--- src/rtl/vending_machine_pkg.sv ---
// Shared types for the two-product vending controller: coin codes,
// FSM states and the coin-code-to-value decode.
package vending_machine_pkg;

    localparam logic [1:0] C0 = 2'b00;
    localparam logic [1:0] C1 = 2'b01;
    localparam logic [1:0] C2 = 2'b10;
    localparam logic [1:0] C5 = 2'b11;

    typedef enum logic [1:0] {
        IDLE    = 2'd0,
        COLLECT = 2'd1,
        VEND    = 2'd2
    } state_e;

    function automatic logic [3:0] coin_val(input logic [1:0] code);
        logic [3:0] v;
        case (code)
            C1:      v = 4'd1;
            C2:      v = 4'd2;
            C5:      v = 4'd5;
            default: v = 4'd0;
        endcase
        return v;
    endfunction

endpackage

--- src/rtl/vending_machine_coin_detect.sv ---
// New-coin edge detector: a coin code counts only on the cycle it
// first differs from the previous cycle's code.
module coin_detect
    import vending_machine_pkg::*;
(
    input  logic       clk,
    input  logic       rst,
    input  logic [1:0] coin,
    output logic       coin_valid,
    output logic [3:0] coin_value
);

    logic [1:0] prev_coin_q;

    always_ff @(posedge clk) begin
        if (rst) prev_coin_q <= C0;
        else     prev_coin_q <= coin;
    end

    assign coin_valid = (coin != C0) && (coin != prev_coin_q);
    assign coin_value = coin_val(coin);

endmodule

--- src/rtl/vending_machine.sv ---
// Vending controller FSM (IDLE/COLLECT/VEND) with credit and output regs.
// Optional refund on start deassert: VENDING_MACHINE_REFUND_EN.
module vending_machine
    import vending_machine_pkg::*;
#(
    parameter int unsigned PRICE_DRINK = 4,
    parameter int unsigned PRICE_CHOC  = 3
) (
    input  logic       clk,
    input  logic       rst,
    input  logic       start,
    input  logic [1:0] coin,
    input  logic       select_line,
    output logic       product,
    output logic [3:0] change,
    output logic       done
);

    state_e     state_q, state_d;
    logic [3:0] credit_q, credit_d;
    logic       product_q, product_d;
    logic       done_q, done_d;
    logic [3:0] change_q, change_d;

    logic       coin_valid;
    logic [3:0] coin_value;
    logic       accept;
    logic [4:0] sum;
    logic [3:0] credit_next;
    logic [3:0] price;
    logic       hit;

    coin_detect u_coin_detect (
        .clk        (clk),
        .rst        (rst),
        .coin       (coin),
        .coin_valid (coin_valid),
        .coin_value (coin_value)
    );

    // Saturating add: an overflowing credit is clamped and always vends.
    assign accept      = (state_q == COLLECT) && coin_valid;
    assign sum         = {1'b0, credit_q} + (accept ? {1'b0, coin_value} : 5'd0);
    assign credit_next = sum[4] ? 4'hF : sum[3:0];
    assign price       = select_line ? 4'(PRICE_DRINK) : 4'(PRICE_CHOC);
    assign hit         = (credit_next >= price);

    always_ff @(posedge clk) begin
        if (rst) begin
            state_q   <= IDLE;
            credit_q  <= 4'd0;
            product_q <= 1'b0;
            done_q    <= 1'b0;
            change_q  <= 4'd0;
        end else begin
            state_q   <= state_d;
            credit_q  <= credit_d;
            product_q <= product_d;
            done_q    <= done_d;
            change_q  <= change_d;
        end
    end

    always_comb begin
        state_d  = state_q;
        credit_d = credit_q;
        case (state_q)
            IDLE: begin
                credit_d = 4'd0;
                if (start) state_d = COLLECT;
            end
            COLLECT: begin
                if (hit) begin
                    state_d  = VEND;
                    credit_d = 4'd0;
                end
`ifdef VENDING_MACHINE_REFUND_EN
                else if (!start) begin
                    state_d  = (credit_q != 4'd0) ? VEND : IDLE;
                    credit_d = 4'd0;
                end
`endif
                else begin
                    credit_d = credit_next;
                end
            end
            VEND: begin
                state_d  = IDLE;
                credit_d = 4'd0;
            end
            default: begin
                state_d  = IDLE;
                credit_d = 4'd0;
            end
        endcase
    end

    always_comb begin
        product_d = 1'b0;
        done_d    = 1'b0;
        change_d  = 4'd0;
        if (state_q == COLLECT) begin
            if (hit) begin
                product_d = 1'b1;
                done_d    = 1'b1;
                change_d  = credit_next - price;
            end
`ifdef VENDING_MACHINE_REFUND_EN
            else if (!start && credit_q != 4'd0) begin
                done_d   = 1'b1;
                change_d = credit_q;
            end
`endif
        end
    end

    assign product = product_q;
    assign done    = done_q;
    assign change  = change_q;

endmodule

--- config.mk ---
export PLATFORM = sky130hd
export DESIGN_NAME = vending_machine
export DESIGN_NICKNAME = d
export VERILOG_FILES = /design/src/rtl/vending_machine_pkg.sv /design/src/rtl/vending_machine_coin_detect.sv /design/src/rtl/vending_machine.sv
export SDC_FILE = /design/constraint.sdc
export NUM_CORES = 1
export LEC_CHECK = 0
export ABC_AREA = 1
export BUFFER_PORTS_ARGS = -buffer_cell sky130_fd_sc_hd__buf_2
export CORE_UTILIZATION = 54
export CTS_CLUSTER_SIZE = 14
export DETAILED_ROUTE_END_ITERATION = 10
export GPL_ROUTABILITY_DRIVEN = 1
export PLACE_DENSITY = 0.76
export REMOVE_ABC_BUFFERS = 1
export SYNTH_ARGS = -nofsm -noshare
export SYNTH_HDL_FRONTEND = slang
export SYNTH_HIERARCHICAL = 1
export SYNTH_SLANG_ARGS = --single-unit
--- constraint.sdc ---
create_clock -name clk -period 4.21 [get_ports clk]
set_input_delay 1.0525 -clock clk [delete_from_list [all_inputs] [get_ports clk]]
set_output_delay 1.0525 -clock clk [all_outputs]
set_load 0.01 [all_outputs]
After elaboration in Yosys (flattened, before gate mapping)
Cells that the tools add are included.
{"block": "totals", "output_inout_bits": 6, "ff_bits": 13}
{"block": "op_classes", "bitwise_logic": 2, "eq_ne": 7, "magnitude_cmp": 1, "reduce_logical": 8, "addsub": 2, "muxes": 8}
{"operator": "one-hot mux 3 bit (3 select lines)", "n": 1}
{"operator": "2-to-1 mux 4 bit", "n": 2}
{"operator": "OR reduction 3 bit", "n": 2}
{"operator": "adder 4 x 4 -> 5 bit", "n": 1}
{"operator": "equality test 2 x 1 -> 1 bit, second input constant", "n": 2}
{"operator": "equality test 2 bit, second input constant", "n": 2}
{"operator": "greater-or-equal comparator 4 x 3 -> 1 bit", "n": 1}
{"operator": "2-to-1 mux 2 bit", "n": 2}
{"operator": "!= test 2 bit, second input constant", "n": 2}
{"operator": "one-hot mux 2 bit (2 select lines)", "n": 1}
{"operator": "subtractor 4 x 3 -> 4 bit", "n": 1}
{"operator": "2-to-1 mux 3 bit", "n": 1}
{"operator": "logical AND 1 bit", "n": 2}
{"operator": "zero test 2 bit", "n": 1}
{"operator": "!= test 2 bit", "n": 1}
{"operator": "inverter 1 bit", "n": 2}
{"operator": "AND reduction 2 bit", "n": 1}
{"operator": "nonzero test 2 bit", "n": 1}
{"operator": "OR reduction 2 bit", "n": 1}
{"operator": "2-to-1 mux 1 bit", "n": 1}

Logic depth before layout (Yosys ltp)
{"block": "logic_depth", "depth_word": 9, "mapped_depth": 24}

Hierarchy
Netlist, hierarchy kept.
{"module": "vending_machine", "area_each_um2": 732.0, "n_inst": 1, "cells_per_inst": 101}
{"module": "coin_detect", "area_each_um2": 107.6, "n_inst": 1, "cells_per_inst": 19}

Worst setup path after synthesis
Ideal clock, no wire load.
{"block": "synth_timing", "kind": "in2reg", "from": "input port coin[1]", "to": "register change_q[3], in the netlist change[3]", "t_arrival_ps": 3374, "setup_time_ps": 113, "path_slack_ps": 723, "cell_stages": 23, "cell_sequence": "inv_1 nand2_1 nand2_1 nand2_1 nand2_1 nand2_1 nor2_1 ha_1 inv_1 fa_1 nor2_2 nor2_4 inv_1 nor2_1 ha_1 inv_1 fa_1 inv_1 nand2_1 a21oi_1 nand2_2 nand2_4 nor2_2"}
{"block": "synth_between", "elab_chain_cells": 9}
{"element": "from (decl)", "line": "vending_machine.sv:12", "text": "input logic [1:0] coin,"}
{"element": "!= test 2 bit or nonzero test 2 bit (tied branches)", "line": "vending_machine_coin_detect.sv:20", "text": "assign coin_valid = (coin != C0) && (coin != prev_coin_q);"}
{"element": "logical AND 1 bit (*)", "line": "vending_machine_coin_detect.sv:20"}
{"element": "named net coin_valid", "line": "vending_machine.sv:25", "text": "logic coin_valid;"}
{"element": "logical AND 1 bit (*)", "line": "vending_machine.sv:42", "text": "assign accept = (state_q == COLLECT) && coin_valid;"}
{"element": "2-to-1 mux 4 bit (*)", "line": "vending_machine.sv:43", "text": "assign sum = {1'b0, credit_q} + (accept ? {1'b0, coin_value} : 5'd0);"}
{"element": "adder 4 x 4 -> 5 bit (*)", "line": "vending_machine.sv:43"}
{"element": "2-to-1 mux 4 bit (*)", "line": "vending_machine.sv:44", "text": "assign credit_next = sum[4] ? 4'hF : sum[3:0];"}
{"element": "greater-or-equal comparator 4 x 3 -> 1 bit", "line": "vending_machine.sv:46", "text": "assign hit = (credit_next >= price);"}
{"element": "inverter 1 bit (no line)"}
{"element": "OR reduction 3 bit (no line)"}
{"element": "to (signal assigned)", "line": "vending_machine.sv:60", "text": "change_q <= change_d;"}
{"element": "to (decl)", "line": "vending_machine.sv:23", "text": "logic [3:0] change_q, change_d;"}
The timed path passes the listed nets; every way through them passes the cells marked *.
A chain may end at the register's enable or synchronous reset.

Worst setup path in the final report
{"block": "layout_timing", "from": "input port coin[0]", "to": "register change_q[2], in the netlist change[2]"}
Same word-level chain as after synthesis.

==> qor.json <==
{
  "outcome": {"value": "complete, no violations"},
  "drt-vias-per-instance": {"value": 4.43},
  "placementRows": {"value": 13},
  "layout.cells.most_common": {"value": "nand2_1"},
  "remaining_drc_errors": {"value": 0},
  "crit_type": {"value": "in -> reg"},
  "clock_tree.buffer_depth": {"value": 2},
  "cts.reportedPaths.clkPinSlew": {"value": 0.08, "unit": "ns"},
  "buffer_ports.inserted": {"value": 11},
  "design.die.area": {"value": 0.00172, "unit": "sq mm"},
  "floorplan.initialDensity": {"value": 0.614},
  "yosys.cell_types.count": {"value": 19},
  "synth_top_cell_area_share": {"value": 0.310},
  "most_frequent_cells_in_the_layout": {"value": "26 x nand2_1, 24 x inv_1, 16 x nor2_1, 13 x dfxtp_1, 11 x buf_2"},
  "final_layout_size_suffix_gt1_frac": {"value": 0.258},
  "cts_made_buffers": {"value": 3},
  "timing.final.crit_share": {"value": 0.863},
  "library_cell_occupying_the_most_area_in_the_post_synthesis_netlist": {"value": "dfxtp_1"},
  "end_kind": {"value": "register"},
  "clockRootBuffer": {"value": "clkbuf_4"},
  "timing.clock.skew": {"value": 0.00194, "unit": "ns"},
  "crit_path_frequent_cell": {"value": "nand2_1"},
  "antenna_cells": {"value": 0},
  "clkPwrFrac": {"value": 0.295},
  "clock_latency": {"value": 0.28, "unit": "ns"},
  "power.share.combinational": {"value": 0.213},
  "drv.max_cap_violation_count": {"value": 0},
  "final-setup-viol-count": {"value": 0},
  "yosysWarningCount": {"value": 6},
  "final_net_count": {"value": 148},
  "detail-route-antenna-nets": {"value": 0},
  "p_sw": {"value": 77.7, "unit": "uW"},
  "yosys_register_bits": {"value": 13},
  "sw_frac_of_total": {"value": 0.294},
  "die_w": {"value": 41.4, "unit": "um"},
  "cp_cell_sequence": {"value": "buf_2 > inv_2 > nand2_1 > nand2_1 > nand2_1 > nand2_1 > nand2_1 > nor2_1 > ha_1 > inv_1 > fa_1 > nor2_2 > nor2_4 > inv_1 > nor2_1 > ha_1 > inv_1 > fa_1 > inv_1 > nand2_1 > a21oi_1 > nand2_2 > nand2_4 > nor2_2"},
  "routed-via-count": {"value": 651},
  "postSynthCellCount": {"value": 120},
  "cts_num_sinks": {"value": 13},
  "fin_setup_tns": {"value": 0, "unit": "ns"},
  "share_seq_of_total_power": {"value": 0.492},
  "first_iter_violations": {"value": 4},
  "htree_num_levels": {"value": 1},
  "synthToLayoutAreaGrowth": {"value": 9.69, "unit": "%"},
  "whs": {"value": 0.516, "unit": "ns"},
  "number_of_antenna_violations_at_the_first_check_in_global_routing": {"value": 0},
  "critPathMaxFanout": {"value": 6},
  "detailedPlacementHpwl": {"value": 1.05, "unit": "mm"},
  "grt_pass1_wl": {"value": 2.24, "unit": "mm"},
  "post_cts_resized": {"value": 0},
  "postSynthAreaPerCell": {"value": 7.00, "unit": "sq um"},
  "gp_congestion": {"value": 0.737},
  "crit_path_start_kind": {"value": "input pin"},
  "synth.area.top_cells": {"value": "dfxtp_1 31%, nand2_1 12%, inv_1 11%"},
  "core": {"value": 0.00137, "unit": "sq mm"},
  "hp-class": {"value": "reg -> reg"},
  "chipHeight": {"value": 41.4, "unit": "um"},
  "worst_path_arrival": {"value": 3.81, "unit": "ns"},
  "period_needed": {"value": 3.64, "unit": "ns"},
  "power.ir.vdd_worst": {"value": 0.000206, "unit": "V"},
  "grt.total_usage": {"value": 0.174},
  "report.final.slew_viol_count": {"value": 0},
  "static_leakage": {"value": 0.547, "unit": "nW"},
  "timing.critical_path.slowest_stage_cell": {"value": "fa_1"},
  "detail_route.first_pass.iterations": {"value": 2},
  "clock_tree_from_tritoncts": {"value": "yes"},
  "critPathRequiredTime": {"value": 4.38, "unit": "ns"},
  "post_drt_wl_per_cell": {"value": 8.64, "unit": "um"},
  "design.portCount": {"value": 12},
  "grt_start_max_net_pins": {"value": 8},
  "hold_viol": {"value": 0},
  "syn-cell-area": {"value": 840, "unit": "sq um"},
  "holdBufCountCts": {"value": 0},
  "cp_slowest_stage_delay": {"value": 0.40, "unit": "ns"},
  "intPower": {"value": 187, "unit": "uW"},
  "globalRouteOverflowTotal": {"value": 0},
  "vias_in_the_first_global_route": {"value": 611},
  "seq_area_frac_synth": {"value": 0.310},
  "cts_post_setup_buffers_inserted": {"value": 0},
  "fmax": {"value": 275, "unit": "MHz"},
  "rsz_0062_raised_after_global_routing": {"value": "no"},
  "routed_wl": {"value": 1.27, "unit": "mm"},
  "power.density": {"value": 287, "unit": "mW/mm^2"}
}
==> stage by stage <==
stage | power (mW) | setup WS, ns | cell area (sq um) | cells | util
global placement | 0.188 | 0.384 | 895 | 143 | 0.655
finish | 0.264 | 0.575 | 921 | 147 | 0.674
detailed placement | 0.190 | 0.256 | 895 | 143 | 0.655
floorplan | 0.176 | 0.723 | 821 | 117 | -
CTS | 0.267 | 0.552 | 921 | 147 | 0.674
global route | 0.283 | 0.266 | 921 | 147 | 0.674
==> layer usage <==
| metal | vias up | global-route usage | part of all wire |
|---|---|---|---|
| met4 | 0 | 0.0774 | 0.023 |
| li1 | 367 | - | - |
| met3 | 4 | 0.0696 | 0.045 |
| met2 | 10 | 0.306 | 0.50 |
| met5 | - | 0 | 0 |
| met1 | 270 | 0.179 | 0.43 |
==> logic make-up after synthesis <==
kind of cell | share of synthesized area
AOI/OAI and AO/OA | 0.0119
other | 0.00895
DFF | 0.310
buffers and inverters | 0.156
and+or+nand+nor | 0.350
xor gates and xnor gates | 0.0104
adders and majority gates | 0.152
==> synth_stat cells <==
cell type,count
buf_4,2
a21oi_1,2
clkbuf_1,1
fa_1,2
dfxtp_1,13
conb_1,2
nand2_2,3
nor2_1,16
ha_1,7
xnor2_1,1
inv_1,24
nand3_1,3
nand2_1,26
inv_2,6
nand3_2,2
nand2_4,2
nor2_4,2
nand4_1,1
nor2_2,5
==> power groups by stage <==
stage / clock, mW / combinational, mW / sequential [mW]
2_1_floorplan: 0 / 0.0420 / 0.134
3_3_place_gp: 0 / 0.0550 / 0.133
3_5_place_dp: 0 / 0.0569 / 0.133
4_1_cts: 0.0800 / 0.0574 / 0.130
5_1_grt: 0.0885 / 0.0643 / 0.131
6_report: 0.0779 / 0.0563 / 0.130
==> path summary, 6_finish.rpt <==
path,from,to,slack [ns],depth (start not counted)
worst max-delay path,coin[0],change[2],0.57,24
worst min-delay path,state_q[1],state_q[0],0.52,3
worst max register to register,u_coin_detect/prev_coin_q[0],change[2],1.19,22
worst min register to register,state_q[1],state_q[0],0.52,3
==> sequential cells by signal, indices dropped and copies added, names as in the netlist <==
| signal | cells |
|---|---|
| done | 1 |
| state_q | 2 |
| credit_q | 4 |
| change | 4 |
| u_coin_detect/prev_coin_q | 2 |
==> final cells by class <==
class | instances | area, sq um
clock buffer | 4 | 26.3
inverter | 30 | 113
sequential | 13 | 260
fill | 126 | 445
tap | 15 | 18.8
timing repair buffer | 11 | 55.1
multi-input combinational | 74 | 448
==> critical path: cells and delay by family <==
| kind | cells | cell delay (ns) |
|---|---|---|
| compound gates | 1 | 0.22 |
| fa+ha+maj | 4 | 1.01 |
| buf+inv | 6 | 0.44 |
| simple gates | 13 | 1.09 |
(Power assumes the default switching activity.)
